--- src/rtl/mem_access_stage.sv ---
// mem_access_stage: MEM stage of the 5-stage RISC-V core.
// Issues loads/stores to a variable-latency data memory over a req/ack
// handshake, stalls upstream until each access completes, and holds the
// MEM/WB pipeline register that feeds write-back and forwarding.
module mem_access_stage #(
    parameter int DATA_W = 32
) (
    input  logic              clk_i,
    input  logic              rst_i,
    // EX/MEM inputs
    input  logic              RegWrite_i,
    input  logic              MemtoReg_i,
    input  logic              MemRead_i,
    input  logic              MemWrite_i,
    input  logic [DATA_W-1:0] ALUResult_i,
    input  logic [DATA_W-1:0] RS2data_i,
    input  logic [4:0]        RDaddr_i,
    // data memory handshake
    output logic              mem_req_o,
    output logic              mem_we_o,
    output logic [DATA_W-1:0] mem_addr_o,
    output logic [DATA_W-1:0] mem_wdata_o,
    input  logic              mem_ack_i,
    input  logic [DATA_W-1:0] mem_rdata_i,
    // pipeline control
    output logic              stall_o,
    output logic              misalign_o,
    // MEM/WB outputs
    output logic              RegWrite_o,
    output logic              MemtoReg_o,
    output logic [DATA_W-1:0] ALUResult_o,
    output logic [DATA_W-1:0] MemData_o,
    output logic [4:0]        RDaddr_o
);

    typedef enum logic [1:0] {
        ST_IDLE = 2'd0,
        ST_BUSY = 2'd1,
        ST_DONE = 2'd2
    } state_t;

    state_t            r_state;
    logic              r_mem_req;
    logic              r_mem_we;
    logic [DATA_W-1:0] r_mem_addr;
    logic [DATA_W-1:0] r_mem_wdata;
    logic [DATA_W-1:0] r_rdata;
    logic              r_misalign;
    logic              r_regwrite;
    logic              r_memtoreg;
    logic [DATA_W-1:0] r_alu;
    logic [DATA_W-1:0] r_memdata;
    logic [4:0]        r_rd;

    logic w_mem_op;
    logic w_aligned;
    logic w_access;
    logic w_misalign;
    logic w_stall;

    assign w_mem_op   = MemRead_i | MemWrite_i;
    assign w_aligned  = (ALUResult_i[1:0] == 2'b00);
    assign w_access   = w_mem_op & w_aligned;
    assign w_misalign = w_mem_op & ~w_aligned;

    // NOTE: stall is partly combinational on the inputs, so it is gated by
    // rst_i to read 0 while reset is held even with an access presented.
    assign w_stall = rst_i & (((r_state == ST_IDLE) & w_access) | (r_state == ST_BUSY));

    // Access FSM: latch the request on IDLE->BUSY, wait for ack, one DONE cycle.
    // NOTE: every sequential block uses non-blocking assignments so all
    // registers update from pre-edge values regardless of block order.
    always_ff @(posedge clk_i or negedge rst_i) begin
        if (!rst_i) begin
            r_state     <= ST_IDLE;
            r_mem_req   <= 1'b0;
            r_mem_we    <= 1'b0;
            r_mem_addr  <= '0;
            r_mem_wdata <= '0;
            r_rdata     <= '0;
        end else begin
            case (r_state)
                ST_IDLE: begin
                    if (w_access) begin
                        r_state     <= ST_BUSY;
                        r_mem_req   <= 1'b1;
                        r_mem_we    <= MemWrite_i;
                        r_mem_addr  <= ALUResult_i;
                        r_mem_wdata <= RS2data_i;
                    end
                end
                ST_BUSY: begin
                    if (mem_ack_i) begin
                        r_state   <= ST_DONE;
                        r_mem_req <= 1'b0;
                        r_rdata   <= r_mem_we ? '0 : mem_rdata_i;
                    end
                end
                ST_DONE: begin
                    // The finished instruction is still on the inputs; do not re-issue it.
                    r_state <= ST_IDLE;
                end
                default: begin
                    r_state   <= ST_IDLE;
                    r_mem_req <= 1'b0;
                end
            endcase
        end
    end

    // Sticky misalignment flag: set when a misaligned access is dropped.
    always_ff @(posedge clk_i or negedge rst_i) begin
        if (!rst_i) begin
            r_misalign <= 1'b0;
        end else if ((r_state == ST_IDLE) && w_misalign) begin
            r_misalign <= 1'b1;
        end
    end

    // MEM/WB register: bubble while stalling, otherwise take the instruction.
    always_ff @(posedge clk_i or negedge rst_i) begin
        if (!rst_i) begin
            r_regwrite <= 1'b0;
            r_memtoreg <= 1'b0;
            r_alu      <= '0;
            r_memdata  <= '0;
            r_rd       <= '0;
        end else if (w_stall) begin
            r_regwrite <= 1'b0;
            r_memtoreg <= 1'b0;
            r_alu      <= ALUResult_i;
            r_memdata  <= '0;
            r_rd       <= RDaddr_i;
        end else begin
            // A dropped misaligned access must not write the register file.
            r_regwrite <= RegWrite_i & ~w_misalign;
            r_memtoreg <= MemtoReg_i;
            r_alu      <= ALUResult_i;
            r_memdata  <= (r_state == ST_DONE) ? r_rdata : '0;
            r_rd       <= RDaddr_i;
        end
    end

    assign mem_req_o   = r_mem_req;
    assign mem_we_o    = r_mem_we;
    assign mem_addr_o  = r_mem_addr;
    assign mem_wdata_o = r_mem_wdata;
    assign stall_o     = w_stall;
    assign misalign_o  = r_misalign;
    assign RegWrite_o  = r_regwrite;
    assign MemtoReg_o  = r_memtoreg;
    assign ALUResult_o = r_alu;
    assign MemData_o   = r_memdata;
    assign RDaddr_o    = r_rd;

endmodule

--- config.mk ---
export PLATFORM = sky130hd
export DESIGN_NAME = mem_access_stage
export DESIGN_NICKNAME = d
export VERILOG_FILES = /design/src/rtl/mem_access_stage.sv
export SDC_FILE = /design/constraint.sdc
export NUM_CORES = 1
export LEC_CHECK = 0
export CAP_MARGIN = 15
export CORE_MARGIN = 1.5
export CORE_UTILIZATION = 30
export CTS_CLUSTER_SIZE = 16
export DETAILED_ROUTE_END_ITERATION = 8
export DONT_BUFFER_PORTS = 1
export PLACE_DENSITY = 0.57
export SKIP_CTS_REPAIR_TIMING = 1
export SLEW_MARGIN = 20
export SYNTH_ARGS = -nofsm -noshare
export SYNTH_HDL_FRONTEND = slang
export SYNTH_SLANG_ARGS = --single-unit
--- constraint.sdc ---
create_clock -name clk_i -period 1.4 [get_ports clk_i]
set_input_delay 0.07 -clock clk_i [delete_from_list [all_inputs] [get_ports clk_i]]
set_output_delay 0.07 -clock clk_i [all_outputs]
set_load 0.01 [all_outputs]
== Yosys cells after proc, flatten, opt, wreduce, memory -nomap -nowiden ==
Index checks and enable logic that the tools add are counted.

* Bitwise operators: 10
* Muxes and demuxes: 11
* Eq/ne operators: 4
* Reduce and logical (&&, ||, !) cells: 7

{| class="wikitable"
|+ Operators by type and width
! cell !! count
|-
| two-way mux 32 bit || 3
|-
| AND reduction 2 bit || 3
|-
| AND 1 bit || 5
|-
| logical NOT 2 bit || 2
|-
| two-way mux 1 bit || 4
|-
| two-way mux 2 bit || 2
|-
| inequality test 2 bit, second input constant || 2
|-
| one-hot mux 2 bit (2 select lines) || 1
|-
| NOT 1 bit || 3
|-
| one-hot mux 1 bit (3 select lines) || 1
|-
| AND reduction 3 bit || 1
|-
| == test 2 x 1 -> 1 bit, second input constant || 1
|-
| == test 2 bit, second input constant || 1
|-
| OR 1 bit || 2
|-
| logical AND 1 bit || 1
|}

* Logic and storage cells: 44
* Register bits: 172
* Input port bits: 108
* Output and inout bits: 139

== Logic depth before layout (Yosys ltp) ==
* Depth after elaboration: 6
* Gate-level depth with buffers: 5
* Gate-level depth less buffers: 3

== Least setup slack after synthesis ==
No wires, ideal clock.

* Path type: register -> register
* From: register r_state[0]
* To: register r_mem_addr[10] (netlist: mem_addr_o[10])
* Path slack: -24 ps
* Required time: 1275 ps
* Path buffers: 2
* Period minus slack after synthesis: 1424 ps
* Stages on the path, launching flop included: 6
* Data arrival time: 1299 ps
* Library setup time: 125 ps
* Cells stage by stage: dfrtp_1 -> nor2_1 -> nand3b_4 -> buf_6 -> buf_6 -> mux2_4

* Word-level cells in the longest chain between the ends: 2

{| class="wikitable"
|+ Ends and longest elaborated chain
! element !! RTL line !! text
|-
| start, declared || 42 || <nowiki>state_t r_state;</nowiki>
|-
| start signal, assigned || 75 || <nowiki>r_state <= ST_IDLE;</nowiki>
|-
| start signal, assigned || 85 || <nowiki>r_state <= ST_BUSY;</nowiki>
|-
| start signal, assigned || 94 || <nowiki>r_state <= ST_DONE;</nowiki>
|-
| logical NOT 2 bit || 82 || <nowiki>case (r_state)</nowiki>
|-
| AND reduction 2 bit (no source line) || - ||
|-
| end signal, assigned || 88 || <nowiki>r_mem_addr <= ALUResult_i;</nowiki>
|-
| end, declared || 45 || <nowiki>logic [DATA_W-1:0] r_mem_addr;</nowiki>
|}

No other way between the ends.
A chain may end at the register's enable or synchronous reset.

== Final worst setup path ==
* From: input ALUResult_i[1]
* To: register r_mem_addr[22] (netlist: mem_addr_o[22])

* Word-level cells in the longest chain between the ends: 3

{| class="wikitable"
|+ Ends and longest elaborated chain
! element !! RTL line !! text
|-
| start, declared || 15 || <nowiki>input logic [DATA_W-1:0] ALUResult_i,</nowiki>
|-
| logical NOT 2 bit || 62 || <nowiki>assign w_aligned = (ALUResult_i[1:0] == 2'b00);</nowiki>
|-
| AND 1 bit || 63 || <nowiki>assign w_access = w_mem_op & w_aligned;</nowiki>
|-
| AND reduction 2 bit (no source line) || - ||
|}

No other way between the ends.

==> flow_summary.toml <==
[worst_setup_path]
critical_path.top_delay_family = "buffers and inverters"
start_kind = "primary input"
cp.arrival_ns = 1.73
crit_fanout = 35
critical_path.slowest_cell = "dlygate4sd3_1"
cp.buffers_inverters = 2
ff2ff_path_depth = 4
timing.rr.start = "r_state[0]"
reg2reg_to = "mem_addr_o[22]"
worstPathRequired_ns = 1.70
worstSetupPathType = "in2reg"
r2r_setup_slack_ns = -0.02
crit_chain = "dlygate4sd3_1 -> or2_4 -> nand3b_4 -> buf_12 -> mux2_4"
slowest_delay_ns = 0.57
cp-end-kind = "flop"

[synthesis]
netlist_area_um2 = 6105
syn_nets = 515
synthMuxAreaShare_pct = 13.90
yosysMostFrequentCell = "dfrtp_1"
synthTopCellsByCount = "dfrtp_1 (172), mux2_4 (37), and2_1 (35)"
yosys.area.top_type = "dfrtp_1"
netlist_instances = 407
synth_top_area_share_pct = 70.51
synth_ff_type = "dfrtp_1"
ys_seq_area_share_pct = 70.51
netlist_top_cells_area = "dfrtp_1 (71%), mux2_4 (9.1%), mux2_2 (4.8%)"
synth.distinct_cells = 23
yosysWarnings = 0
synth-compound-area-share_pct = 3.382
synth-async-reset-ratio_pct = 100.0
synth_fa_ha_area_share_pct = 0
synth-edff-count = 0
avgSynthCellArea_um2 = 15.00
synthSimpleGateAreaFrac_pct = 10.25
synth-seq-cells = 172
synth_top_family_by_area = "multiplexers"
synth_xor_area_share_pct = 0

[clock_tree]
clockRootBuffer = "clkbuf_16"
clock_latency_ns = 0.42
clock_sinks = 172
clk_path_buf_depth = 2
path_clk_slew_ns = 0.07
htreeDepth = 4
cts_tree = "done"
cts_made_buffers = 17

[global_routing]
gr-usage-all-layers_pct = 12.35
grt_pass1_vias = 3363
grt_pass1_wl_um = 20130
grt_max_degree = 174
overflow = 0
antenna_found_initial = 0

[power_and_ir_drop]
p_leak_nw = 3.716
combPwrFrac_pct = 12.9
p_per_area_nw_per_um2 = 1598
total_power_mw = 12.92
p_sw_share_pct = 27.44
pwr-share-clk_pct = 34.1
p_int_mw = 9.378
switching_power_mw = 3.546
ir_drop_mv = 0.7711
power_frac_seq_pct = 52.9

[layout]
fillCellCount = 1797
area_growth_pct = 32.47
fin_nets = 628
seq_area_um2 = 4305
drive_above_1_share_pct = 20.64
multi_input_area_um2 = 1717
fin_area_um2 = 8087

[routing]
ant_nets = 0
vias = 3486
vias_per_cell = 4.363
drt_iter0_markers = 90
dr.pass1.iters = 4
route.detailed.drc = 0
drt-total-wl_um = 13400
drt-wirelength-per-cell_um = 16.77

[sta]
fin_crit_sh_pct = 102.0
whs_ns = -0.6607
tightestPinTransition_ns = 0.6181
timing.final.ws_setup_ns = -0.02779
fin_worst_skew_ns = 0.009443
timing.fmax_mhz = 700.4
hold_viol_final = 172
period_needed_ns = 1.428
drv_slew = 0
rsz0062_at_grt = "yes"
fin_tns_setup_ns = -0.2448
setup_viol = 19
slew_headroom_pct = 58.71

[placement]
portBuffers = 0
dp_slack_ns = -0.3101
globalplace.congestion = 0.7114
place_area_um2 = 6415
dp_hpwl_um = 8796

[floorplan]
dieArea_um2 = 21210
die_h_um = 145.7
io_pins = 247
num_rows = 51
coreArea_um2 = 19720
die_width_um = 145.7
start_util_pct = 30.96

[min_path]
hold_path_class = "in2async"

[run]
drv_cap = 0

[run_status]
status = "complete, but fails checks"
violations = "negative hold slack, negative setup slack"
[layout make-up]
| type | count | area share, % |
|---|---|---|
| multi-input combinational | 214 | 21.23 |
| clock buffer | 20 | 5.524 |
| sequential | 172 | 53.24 |
| antenna | 1 | 0.03095 |
| inverter | 1 | 0.04642 |
| clock inverter | 12 | 1.331 |
| timing repair buffer | 114 | 14.50 |
| tap | 265 | 4.100 |
[sequential cells by signal, indices dropped and copies added (netlist names)]
name         flops
RDaddr_o         5
mem_we_o         1
MemData_o       32
mem_addr_o      32
r_rdata         32
mem_req_o        1
MemtoReg_o       1
mem_wdata_o     32
RegWrite_o       1
r_state          2
ALUResult_o     32
misalign_o       1
[power groups by stage]
stage,Clock (mW),Sequential [mW],Combinational [mW]
2_1_floorplan,0,6.69,1.18
3_5_place_dp,0,6.94,1.41
5_1_grt,4.80,6.97,1.87
4_1_cts,4.57,6.86,1.41
6_report,4.41,6.84,1.67
3_3_place_gp,0,6.91,1.33
[worst max path at each step]
stage,from,to,slack [ns],depth (start not counted)
CTS,r_state[0],MemData_o[22],-0.26,2
detailed placement,r_state[0],MemData_o[22],-0.31,2
finish,ALUResult_i[1],mem_addr_o[22],-0.03,5
floorplan,r_state[0],mem_addr_o[10],0.03,5
global route,r_state[0],stall_o,-0.06,3
global placement,r_state[0],MemData_o[24],-0.11,2
[through the flow]
step	std cells	util, %
2_1_floorplan	407	-
6_report	799	41.01
5_1_grt	798	41.00
3_5_place_dp	659	32.53
3_3_place_gp	659	32.53
4_1_cts	691	35.34
[logic make-up after synthesis]
logic type / Yosys count
AND/OR/NAND/NOR: 112
AO/OA/AOI/OAI: 39
buffers and inverters: 21
flip-flops: 172
multiplexers: 63
[metal layers]
metal,track usage (%),part of all wire (%),up-vias
li1,-,-,1573
met1,13.43,39,1722
met2,20.24,51,170
met3,6.144,8.2,21
met4,5.612,2.0,0
met5,0,0,-
[cell usage in the layout (no fill, tap or decap), drive strengths merged, types with 2 or more instances in the layout]
master	synthesis	routed
clkbuf	12	20
or2	2	2
dfrtp	172	172
mux2	63	63
clkinvlp	0	2
o21ai	33	33
nor2b	2	2
nand2	34	34
clkinv	0	6
buf	8	7
nand3b	2	2
dlygate4sd3	0	107
a21oi	2	2
inv	1	5
nand2b	33	33
and2	35	35
nor2	3	3
[worst reg2reg max path: stages (launching register included)]
cell and delay, ns:
dfrtp_2 0.46, nor2_4 0.13, nand3b_4 0.13, buf_12 0.20, mux2_4 0.39
No activity file was read; power rests on OpenSTA's default activity.
